==> src/rtl/seg7_mux_display_pkg.sv <==
// ---------------------------------------------------------------------------
// seg7_mux_display_pkg
// Shared definitions for the multiplexed 7-segment display path:
//   - state_t      : display sequencer states (BLANK dead time, SHOW digit)
//   - SEG_A..SEG_G : bit positions of each segment within a 7-bit drive word
//   - HEX7_TABLE   : hex nibble -> segment pattern, gfedcba order, active high
// ---------------------------------------------------------------------------
package seg7_mux_display_pkg;

    typedef enum logic {
        BLANK = 1'b0,
        SHOW  = 1'b1
    } state_t;

    localparam int unsigned SEG_A = 0;
    localparam int unsigned SEG_B = 1;
    localparam int unsigned SEG_C = 2;
    localparam int unsigned SEG_D = 3;
    localparam int unsigned SEG_E = 4;
    localparam int unsigned SEG_F = 5;
    localparam int unsigned SEG_G = 6;

    // Index = nibble value; glyphs 0-9, A, b, C, d, E, F.
    localparam logic [6:0] HEX7_TABLE [16] = '{
        7'h3F, 7'h06, 7'h5B, 7'h4F,
        7'h66, 7'h6D, 7'h7D, 7'h07,
        7'h7F, 7'h6F, 7'h77, 7'h7C,
        7'h39, 7'h5E, 7'h79, 7'h71
    };

endpackage

==> src/rtl/seg7_mux_display_hex_to_seg7.sv <==
// ---------------------------------------------------------------------------
// hex_to_seg7
// Combinational hex-nibble to 7-segment decoder (common cathode, active high).
// Ports:
//   i_hex [3:0] : nibble to display
//   o_seg [6:0] : segment pattern, o_seg[0]=a ... o_seg[6]=g
// ---------------------------------------------------------------------------
module hex_to_seg7
    import seg7_mux_display_pkg::*;
(
    input  logic [3:0] i_hex,
    output logic [6:0] o_seg
);

    always_comb begin
        o_seg = HEX7_TABLE[i_hex];
    end

endmodule

==> src/rtl/seg7_mux_display.sv <==
// ---------------------------------------------------------------------------
// seg7_mux_display
// Drives a 2-digit, time-multiplexed, common-cathode 7-segment display with
// an 8-bit value shown as two hex digits. Each digit is preceded by a
// BLANK_CYCLES dead time and then driven for ON_CYCLES. New values are held
// in a pending register and committed to the displayed register only at the
// end of a frame (after digit 1), so a frame never mixes old and new data.
// Ports:
//   clk        : system clock, rising edge
//   reset      : asynchronous, active-high reset
//   load       : strobe, captures data/dp_in into the pending register
//   data [7:0] : value to display, [3:0] -> digit 0, [7:4] -> digit 1
//   dp_in      : decimal point request for digit 0
//   lz_blank   : blank digit 1 while its nibble is zero (sampled live)
//   seg [6:0]  : segment drive, active high, seg[0]=a ... seg[6]=g
//   dp         : decimal point drive, active high
//   digit_en   : one-hot digit enable, [0] = low-nibble digit
//   frame_tick : one-cycle pulse in the first BLANK cycle of each new frame
// ---------------------------------------------------------------------------
module seg7_mux_display
    import seg7_mux_display_pkg::*;
#(
    parameter int unsigned ON_CYCLES    = 10000,
    parameter int unsigned BLANK_CYCLES = 500
) (
    input  logic       clk,
    input  logic       reset,
    input  logic       load,
    input  logic [7:0] data,
    input  logic       dp_in,
    input  logic       lz_blank,
    output logic [6:0] seg,
    output logic       dp,
    output logic [1:0] digit_en,
    output logic       frame_tick
);

    localparam int unsigned MAX_CYCLES = (ON_CYCLES > BLANK_CYCLES) ? ON_CYCLES : BLANK_CYCLES;
    localparam int unsigned TW         = (MAX_CYCLES > 1) ? $clog2(MAX_CYCLES) : 1;
    localparam logic [TW-1:0] ON_LAST    = TW'(ON_CYCLES - 1);
    localparam logic [TW-1:0] BLANK_LAST = TW'(BLANK_CYCLES - 1);

    state_t        r_state, w_state_nxt;
    logic          r_idx, w_idx_nxt;
    logic [TW-1:0] r_timer, w_timer_nxt;
    logic          w_commit;

    logic [7:0]    r_pending, r_active;
    logic          r_pending_dp, r_active_dp;

    logic [6:0]    r_seg, w_seg_nxt;
    logic          r_dp, w_dp_nxt;
    logic [1:0]    r_digit_en, w_digit_en_nxt;
    logic          r_frame_tick;

    logic [3:0]    w_nibble;
    logic [6:0]    w_hex_seg;

    // Sequencer: timer counts 0..N-1 within a state and restarts on every
    // state change, so it can never overflow.
    always_comb begin
        w_state_nxt = r_state;
        w_idx_nxt   = r_idx;
        w_timer_nxt = r_timer + 1'b1;
        w_commit    = 1'b0;
        case (r_state)
            BLANK: begin
                if (r_timer == BLANK_LAST) begin
                    w_state_nxt = SHOW;
                    w_timer_nxt = '0;
                end
            end
            SHOW: begin
                if (r_timer == ON_LAST) begin
                    w_state_nxt = BLANK;
                    w_timer_nxt = '0;
                    w_idx_nxt   = ~r_idx;
                    w_commit    = r_idx;
                end
            end
            default: begin
                w_state_nxt = BLANK;
                w_timer_nxt = '0;
            end
        endcase
    end

    assign w_nibble = w_idx_nxt ? r_active[7:4] : r_active[3:0];

    hex_to_seg7 u_hex_to_seg7 (
        .i_hex (w_nibble),
        .o_seg (w_hex_seg)
    );

    // Outputs are decoded from the next state and registered. A commit only
    // happens when entering BLANK, so whenever the next state is SHOW the
    // current r_active is exactly what will be displayed.
    always_comb begin
        w_seg_nxt      = '0;
        w_dp_nxt       = 1'b0;
        w_digit_en_nxt = '0;
        if (w_state_nxt == SHOW) begin
            w_digit_en_nxt = w_idx_nxt ? 2'b10 : 2'b01;
            w_seg_nxt      = w_hex_seg;
            if (w_idx_nxt) begin
                if (lz_blank && (r_active[7:4] == 4'h0)) begin
                    w_seg_nxt = '0;
                end
            end else begin
                w_dp_nxt = r_active_dp;
            end
        end
    end

    always_ff @(posedge clk or posedge reset) begin
        if (reset) begin
            r_state      <= BLANK;
            r_idx        <= 1'b0;
            r_timer      <= '0;
            r_pending    <= '0;
            r_active     <= '0;
            r_pending_dp <= 1'b0;
            r_active_dp  <= 1'b0;
            r_seg        <= '0;
            r_dp         <= 1'b0;
            r_digit_en   <= '0;
            r_frame_tick <= 1'b0;
        end else begin
            r_state      <= w_state_nxt;
            r_idx        <= w_idx_nxt;
            r_timer      <= w_timer_nxt;
            r_seg        <= w_seg_nxt;
            r_dp         <= w_dp_nxt;
            r_digit_en   <= w_digit_en_nxt;
            r_frame_tick <= w_commit;
            // A load on the commit edge lands in pending only; the commit
            // reads the old pending value.
            if (load) begin
                r_pending    <= data;
                r_pending_dp <= dp_in;
            end
            if (w_commit) begin
                r_active    <= r_pending;
                r_active_dp <= r_pending_dp;
            end
        end
    end

    assign seg        = r_seg;
    assign dp         = r_dp;
    assign digit_en   = r_digit_en;
    assign frame_tick = r_frame_tick;

endmodule

==> config.mk <==
export PLATFORM = sky130hd
export DESIGN_NAME = seg7_mux_display
export DESIGN_NICKNAME = d
export VERILOG_FILES = /design/src/rtl/seg7_mux_display_pkg.sv /design/src/rtl/seg7_mux_display_hex_to_seg7.sv /design/src/rtl/seg7_mux_display.sv
export SDC_FILE = /design/constraint.sdc
export NUM_CORES = 1
export LEC_CHECK = 0
export CAP_MARGIN = 20
export CORE_AREA = 2 2 70 72
export DETAILED_ROUTE_END_ITERATION = 10
export DIE_AREA = 0 0 72 74
export PLACE_DENSITY = 0.68
export SLEW_MARGIN = 20
export SYNTH_ARGS = -nofsm -noshare
export SYNTH_HDL_FRONTEND = slang
export SYNTH_SLANG_ARGS = --single-unit
==> constraint.sdc <==
create_clock -name clk -period 9.2 [get_ports clk]
set_input_delay 1.84 -clock clk [delete_from_list [all_inputs] [get_ports clk]]
set_output_delay 1.84 -clock clk [all_outputs]
set_load 0.05 [all_outputs]
==> summary.txt, run 1 <==
Status
  – Status: finished, final reports clean

Clock tree
  – CTS Buffer Depth: 2
  – CTS root buffer: clkbuf_8
  – # H-tree levels: 2
  – # hold bufs at CTS: 0
  – CTS tree: built
  – Worst-Skew Late Latency: 0.30 ns
  – Clk slew on worst S/H paths: 0.09 ns
  – Total CTS buffers: 5
  – Clock sinks: 45
  – Post-CTS Setup Bufs: 0
  – Post-CTS Resized: 0

Global route
  – First-pass GRT wire length: 6.97 mm
  – GRT overflow: 0
  – GRT Overall Usage: 0.170
  – Vias in the first global route: 1477
  – Initial antenna violation count: 0
  – Largest net degree at the start of global routing: 46

Worst setup path
  – Worst-path maximum fanout: 15
  – Arrival time at the worst endpoint: 3.82 ns
  – Crit Path Category: reg2reg
  – CP Launch Type: flop
  – Crit path required time: 9.39 ns
  – Setup crit end kind: flop

Route
  – Final WL: 3.93 mm
  – Routed wire per std cell: 14.6 µm
  – DRT Pass-1 Iters: 4
  – Vias post-DR: 1536
  – Post-route antenna net violation count: 0
  – DRT iter0 DRCs: 125
  – DRC: 0
  – Vias per cell: 5.69

Place
  – Placed cell areas: 2470 µm²
  – Placed wire-length estimate: 2.97 mm
  – Port Buffers: 23
  – Gpl congestion: 0.905

Layout
  – Area delta synth->final: 16.1%
  – Final instance area: 2570 µm²
  – Antenna diodes: 0
  – Fraction of layout instances using a drive strength above 1: 0.171
  – Commonest non-fill, non-tap cell in the layout: dfrtp_1
  – Layout net count: 236
  – Most frequent cells in the layout: dfrtp_1 (45), clkdlybuf4s50_1 (23), mux2_2 (20)

STA
  – Total Neg Setup Slack: 0 ns
  – Final setup violation count: 0
  – RSZ-0062 raised after global routing: false
  – Fmax: 0.276 GHz
  – Rel. slew slack: 0.430
  – Crit share post-route: 0.394
  – Worst Skew: 0.0107 ns
  – Actual slew at the worst max-slew pin: 0.850 ns
  – Final hold violations: 0
  – Max Slew Vio Count: 0
  – Min Tclk post-route: 3.63 ns

Pwr
  – Power per cell area: 132 nW/µm²
  – Peak supply drop: 105 µV
  – Leakage power: 1.17 nW

Yosys
  – Yosys Warn Count: 0
  – Post-Syn Instances: 190
  – Synthesized net count: 211
  – Sequential area share after synthesis: 0.510
  – Ranking of synthesized cells by area: dfrtp_1 (51%), mux2_2 (10%), ha_1 (4.5%)
  – Post-synth cell types: 39
  – Syn avg cell area: 11.6 µm²
  – Share of the synthesized area in the top cell type: 0.510
  – Synth area leader: dfrtp_1
  – Seq cells post-synth: 45
  – Synth Cell Area: 2210 µm²

Job
  – Max Cap Viol: 0

Floorplanning
  – Die width: 72 µm
  – Die area: 5330 µm²
  – Core Box Area: 4600 µm²
  – I/O pin count: 24
  – Cell Rows: 25
  – Starting Density: 0.481
  – Die H: 74 µm

Worst hold path
  – Hold Path Class: reg2reg
==> cell families after synthesis <==
logic type / count (synthesis) / synth area share
xor+xnor: 12 / 0.0476
mux: 25 / 0.140
fa+ha+maj: 8 / 0.0453
buf+inv: 16 / 0.0362
flops: 45 / 0.510
simple gates: 65 / 0.157
compound gates: 19 / 0.0640
==> layout make-up <==
| cell class | instances | area (µm²) |
|---|---|---|
| fillers | 397 | 2030 |
| flip-flops and latches | 45 | 1130 |
| multi-input cells | 129 | 1000 |
| repair buffers | 24 | 238 |
| clock buffers | 5 | 68.8 |
| well taps | 54 | 67.6 |
| inverters | 10 | 40.0 |
| clock inverters | 3 | 22.5 |
==> path summary, 6_finish.rpt <==
check	from	slack, ns	to	cells past startpoint
setup / recovery	r_timer[0]	5.57	seg[0]	15
hold / removal	r_active_dp	0.48	dp	1
setup reg to reg	r_timer[0]	5.57	seg[0]	15
hold reg to reg	r_active_dp	0.48	dp	1
max in group asynchronous	reset	6.85	seg[3]	3
min in group asynchronous	reset	1.97	digit_en[0]	3
==> cell usage after synthesis (all sizes together) <==
| cell | number |
|---|---|
| o21ai | 2 |
| a41o | 1 |
| buf | 4 |
| nor4b | 3 |
| and4 | 2 |
| a311oi | 1 |
| mux2 | 21 |
| xor2 | 8 |
| nor4 | 2 |
| mux2i | 4 |
| clkbuf | 2 |
| a21oi | 4 |
| a31oi | 2 |
| nor2 | 14 |
| and3 | 3 |
| nand2 | 12 |
| ha | 8 |
| o211ai | 2 |
| dfrtp | 45 |
| nand3 | 9 |
| a211oi | 4 |
| a32o | 1 |
| xnor2 | 4 |
| nand4 | 6 |
| nor2b | 2 |
| nor3b | 2 |
| nor3 | 5 |
| and2 | 3 |
| or3 | 1 |
| o311ai | 1 |
| a221oi | 1 |
| nand4b | 1 |
| inv | 10 |
==> power by group <==
part / switching, mW / internal (mW)
clock: 0.0683 / 0.0533
combinational: 0.00572 / 0.00822
sequential: 0.00203 / 0.202
==> stage by stage <==
| step | hold WS, ns | utilization | cells | power, mW | setup slack [ns] |
|---|---|---|---|---|---|
| 2_1_floorplan | 0.447 | - | 190 | 0.214 | 6.19 |
| 3_3_place_gp | 0.460 | 0.538 | 262 | 0.221 | 5.86 |
| 3_5_place_dp | 0.465 | 0.538 | 262 | 0.222 | 5.59 |
| 4_1_cts | 0.486 | 0.558 | 270 | 0.343 | 5.56 |
| 5_1_grt | 0.516 | 0.558 | 270 | 0.354 | 5.19 |
| 6_report | 0.483 | 0.558 | 270 | 0.339 | 5.57 |
==> state kept, by name, indices dropped and copies added (netlist names) <==
register / cells
dp: 1
frame_tick: 1
r_state: 1
r_active_dp: 1
r_pending_dp: 1
digit_en: 2
r_pending: 8
r_idx: 1
r_timer: 14
r_active: 8
seg: 7
==> metal layers <==
layer | vias up | global-route usage | routed length, µm | part of all wire
li1 | 729 | - | - | -
met1 | 734 | 0.220 | 1690 | 0.43
met3 | 9 | 0.0420 | 221 | 0.056
met5 | - | 0 | 0 | 0
met2 | 64 | 0.276 | 1920 | 0.49
met4 | 0 | 0.0692 | 95 | 0.024
==> worst max-delay path, stage by stage, from the launching register on <==
cell,delay (ns)
dfrtp_1,0.40
ha_1,0.20
and3_1,0.32
nand4b_1,0.14
nor3b_1,0.20
ha_1,0.28
mux2i_4,0.50
inv_4,0.13
nand2_1,0.09
and2_1,0.22
inv_1,0.09
ha_1,0.23
nor2b_1,0.14
mux2i_1,0.19
a31oi_1,0.13
nor4b_2,0.26
Note: power is estimated with default switching activity, not from simulation.
==> run 2, diff against run 1 <==
--- a/config.mk
+++ b/config.mk
@@ -9,7 +9,7 @@
 export CORE_AREA = 2 2 70 72
 export DETAILED_ROUTE_END_ITERATION = 10
 export DIE_AREA = 0 0 72 74
-export PLACE_DENSITY = 0.68
+export PLACE_DENSITY = 0.71
 export SLEW_MARGIN = 20
 export SYNTH_ARGS = -nofsm -noshare
 export SYNTH_HDL_FRONTEND = slang
==> constraint.sdc (replaced) <==
create_clock -name clk -period 3.2 [get_ports clk]
set_input_delay 0.64 -clock clk [delete_from_list [all_inputs] [get_ports clk]]
set_output_delay 0.64 -clock clk [all_outputs]
set_load 0.05 [all_outputs]
==> summary.txt, run 2 (synthesis gave the netlist of run 1 again) <==
STA
  – Final WS setup: 0.304 ns (-5.27 ns)
  – Min Tclk post-route: 2.90 ns (-0.730 ns)
  – Crit share post-route: 0.905 (+0.511)
  – Actual slew at the worst max-slew pin: 0.890 ns (+0.0401 ns)
  – Final setup violation count: 0 (unchanged)
  – Worst hold margin: 0.484 ns (+0.000678 ns)
  – Worst Skew: 0.00565 ns (-0.00503 ns)
  – Final hold violations: 0 (unchanged)
  – Fmax: 0.345 GHz (+25%)
  – Max Slew Vio Count: 0 (unchanged)
  – Rel. slew slack: 0.403 (-0.0266)

Pwr
  – Cell-internal power: 0.763 mW (+190%)
  – Clock power share: 0.371 (+0.012)
  – Reg power frac: 0.587 (-0.013)
  – Switching Share: 0.233 (+0.00900)
  – Tot Pwr: 0.996 mW (+190%)
  – Net Sw Power: 0.232 mW (+210%)
  – Leakage power: 1.20 nW (+2.9%)
  – Combinational power share: 0.042 (about the same)
  – Peak supply drop: 298 µV (+180%)
  – Power per cell area: 380 nW/µm² (+190%)

Global route
  – Initial antenna violation count: 0 (unchanged)
  – GRT Overall Usage: 0.164 (-0.00565)
  – First-pass GRT wire length: 6.78 mm (-2.8%)
  – Vias in the first global route: 1402 (-5.1%)
  – GRT overflow: 0 (unchanged)
  – Largest net degree at the start of global routing: 26 (-43%)

Route
  – DRT Pass-1 Iters: 4 (unchanged)
  – Final WL: 3.89 mm (-1.1%)
  – DRT iter0 DRCs: 83 (-34%)
  – Met2 routed WL: 1.68 mm (-13%)
  – DRC: 0 (unchanged)
  – Vias per cell: 5.49 (-3.6%)
  – Met3 wire length: 152 µm (-31%)
  – Uppermost layer routed: met4
  – Post-route antenna net violation count: 0 (unchanged)
  – M1 WL: 1.98 mm (+17%)
  – Vias post-DR: 1514 (-1.4%)
  – Routed wire per std cell: 14.1 µm (-3.3%)

Clock tree
  – Total CTS buffers: 5 (unchanged)
  – CTS root buffer: clkbuf_8
  – CTS Buffer Depth: 2 (unchanged)
  – # H-tree levels: 2 (unchanged)
  – Clock sinks: 45 (unchanged)
  – CTS tree: built
  – Worst-Skew Late Latency: 0.30 ns (about the same)
  – Clk slew on worst S/H paths: 0.09 ns (about the same)

Layout
  – Most frequent cells in the layout: dfrtp_1 (45), clkdlybuf4s50_1 (23), mux2_2 (20)
  – Number of flip-flops in the largest register: 14 (unchanged)
  – Antenna diodes: 0 (unchanged)
  – Commonest non-fill, non-tap cell in the layout: dfrtp_1
  – Biggest register: r_timer
  – Biggest regs: r_timer (14), r_active (8), r_pending (8)
  – Finished Core Util: 0.570 (+0.0117)
  – Area delta synth->final: 18.6%
  – Fraction of layout instances using a drive strength above 1: 0.198 (+0.0269)
  – Layout net count: 242 (+2.5%)

Worst setup path
  – Worst-path maximum fanout: 10 (-5)
  – Slowest cell on crit path: dfrtp_1
  – Worst reg-to-reg setup slack: 0.30 ns (-5.27 ns)
  – Crit-path leading delay family: simple AND/OR/NAND/NOR gates
  – Max stage delay on crit path: 0.39 ns (-0.11 ns)
  – CP Launch Type: flop
  – Cell Chain, Critical Path: ha_1, and3_1, nand4b_1, nor3b_1, ha_1, mux2i_4, inv_4, nand2_1, and2_1, inv_1, ha_1, nor2b_1, mux2i_1, a31oi_1, nor4b_2
  – Number of cells on the worst reg-to-reg path: 15 (unchanged)
  – Setup crit end kind: flop
  – Crit Path Category: reg2reg
  – Reg2Reg Capture Point: seg[0]
  – R2r startpoint: r_timer[0]
  – Crit path required time: 3.41 ns (-5.98 ns)
  – Most used cell, CP: ha_1
  – Worst path depth: 15 (unchanged)
  – Arrival time at the worst endpoint: 3.11 ns (-0.71 ns)
  – CP Buf/Inv Count: 2 (unchanged)

Worst hold path
  – Hold Path Class: reg2reg
  – Hold depth: 1 (unchanged)
  – Hold endpoint: dp
  – Hold Crit Start: r_active_dp

Place
  – Placement Setup Slack: 0.292 ns (-5.30 ns)
  – Port Buffers: 23 (unchanged)
  – Placed wire-length estimate: 2.78 mm (-6.5%)
  – Gpl congestion: 0.959 (+5.9%)

Floorplanning
  – Die area: 5330 µm² (unchanged)
  – Starting Density: 0.481 (unchanged)
  – Cell Rows: 25 (unchanged)
  – Die width: 72 µm (unchanged)
  – Die H: 74 µm (unchanged)
  – I/O pin count: 24 (unchanged)
  – Core Box Area: 4600 µm² (unchanged)

Job
  – Max Cap Viol: 0 (unchanged)

Status
  – Status: finished, final reports clean
run 2: cell types whose count changed in the layout (fill, tap and decap cells not counted), sizes merged:
cell | previous run | this run
clkinvlp | 3 | 1
buf | 1 | 7
clkinv | 0 | 1
inv | 10 | 11
run 2: final cells by class:
class / instances / area (µm²)
Clock inverter: 3 / 25.0
Inverter: 10 / 40.0
Sequential cell: 45 / 1130
Tap cell: 54 / 67.6
Timing Repair Buffer: 30 / 283
Clock buffer: 5 / 68.8
Multi-Input combinational cell: 129 / 1010
Fill cell: 415 / 1980
run 2: power by group through the flow:
| stage | Clock, mW | Combinational (mW) | Sequential, mW |
|---|---|---|---|
| after floorplan | 0 | 0.0221 | 0.594 |
| after global placement | 0 | 0.0423 | 0.596 |
| after detailed placement | 0 | 0.0430 | 0.597 |
| after CTS | 0.378 | 0.0431 | 0.585 |
| after global routing | 0.400 | 0.0469 | 0.587 |
| final | 0.369 | 0.0418 | 0.585 |
run 2: worst max-delay path by stage:
stage | from | endpoint | slack (ns)
2_1_floorplan | r_timer[0] | seg[0] | 0.19
3_3_place_gp | r_timer[0] | seg[0] | 0.39
3_5_place_dp | r_timer[12] | seg[0] | 0.29
4_1_cts | r_timer[12] | seg[0] | 0.27
5_1_grt | r_timer[0] | seg[0] | -0.0003
6_report | r_timer[0] | seg[0] | 0.30
run 2: repair_timing:
item	CTS	global route
endpoints found under the setup margin	0	2
setup buffers	0	1
resized for setup	0	1
hold buffers	0	0
run 2: layer usage:
metal  track usage  up-vias
met5             0        -
met4        0.0629        0
met3        0.0312        8
met2         0.244       39
met1         0.240      729
li1              -      738
run 2: per-stage QoR:
| step | area (µm²) | instances | TNS, ns |
|---|---|---|---|
| CTS | 2610 | 275 | 0 |
| global route | 2620 | 276 | -0.000326 |
| detailed placement | 2510 | 267 | 0 |
| finish | 2620 | 276 | 0 |
| global placement | 2510 | 267 | 0 |
| floorplan | 2210 | 190 | 0 |
run 2: worst reg2reg max path, cell delays in order, from the launching register on:
cell and delay [ns]:
dfrtp_1 0.39, ha_1 0.22, and3_1 0.20, nand4b_1 0.09
nor3b_1 0.20, ha_1 0.28, mux2i_4 0.21, inv_4 0.09
nand2_1 0.07, and2_1 0.14, inv_1 0.06, ha_1 0.21
nor2b_1 0.13, mux2i_1 0.19, a31oi_1 0.12, nor4b_2 0.22
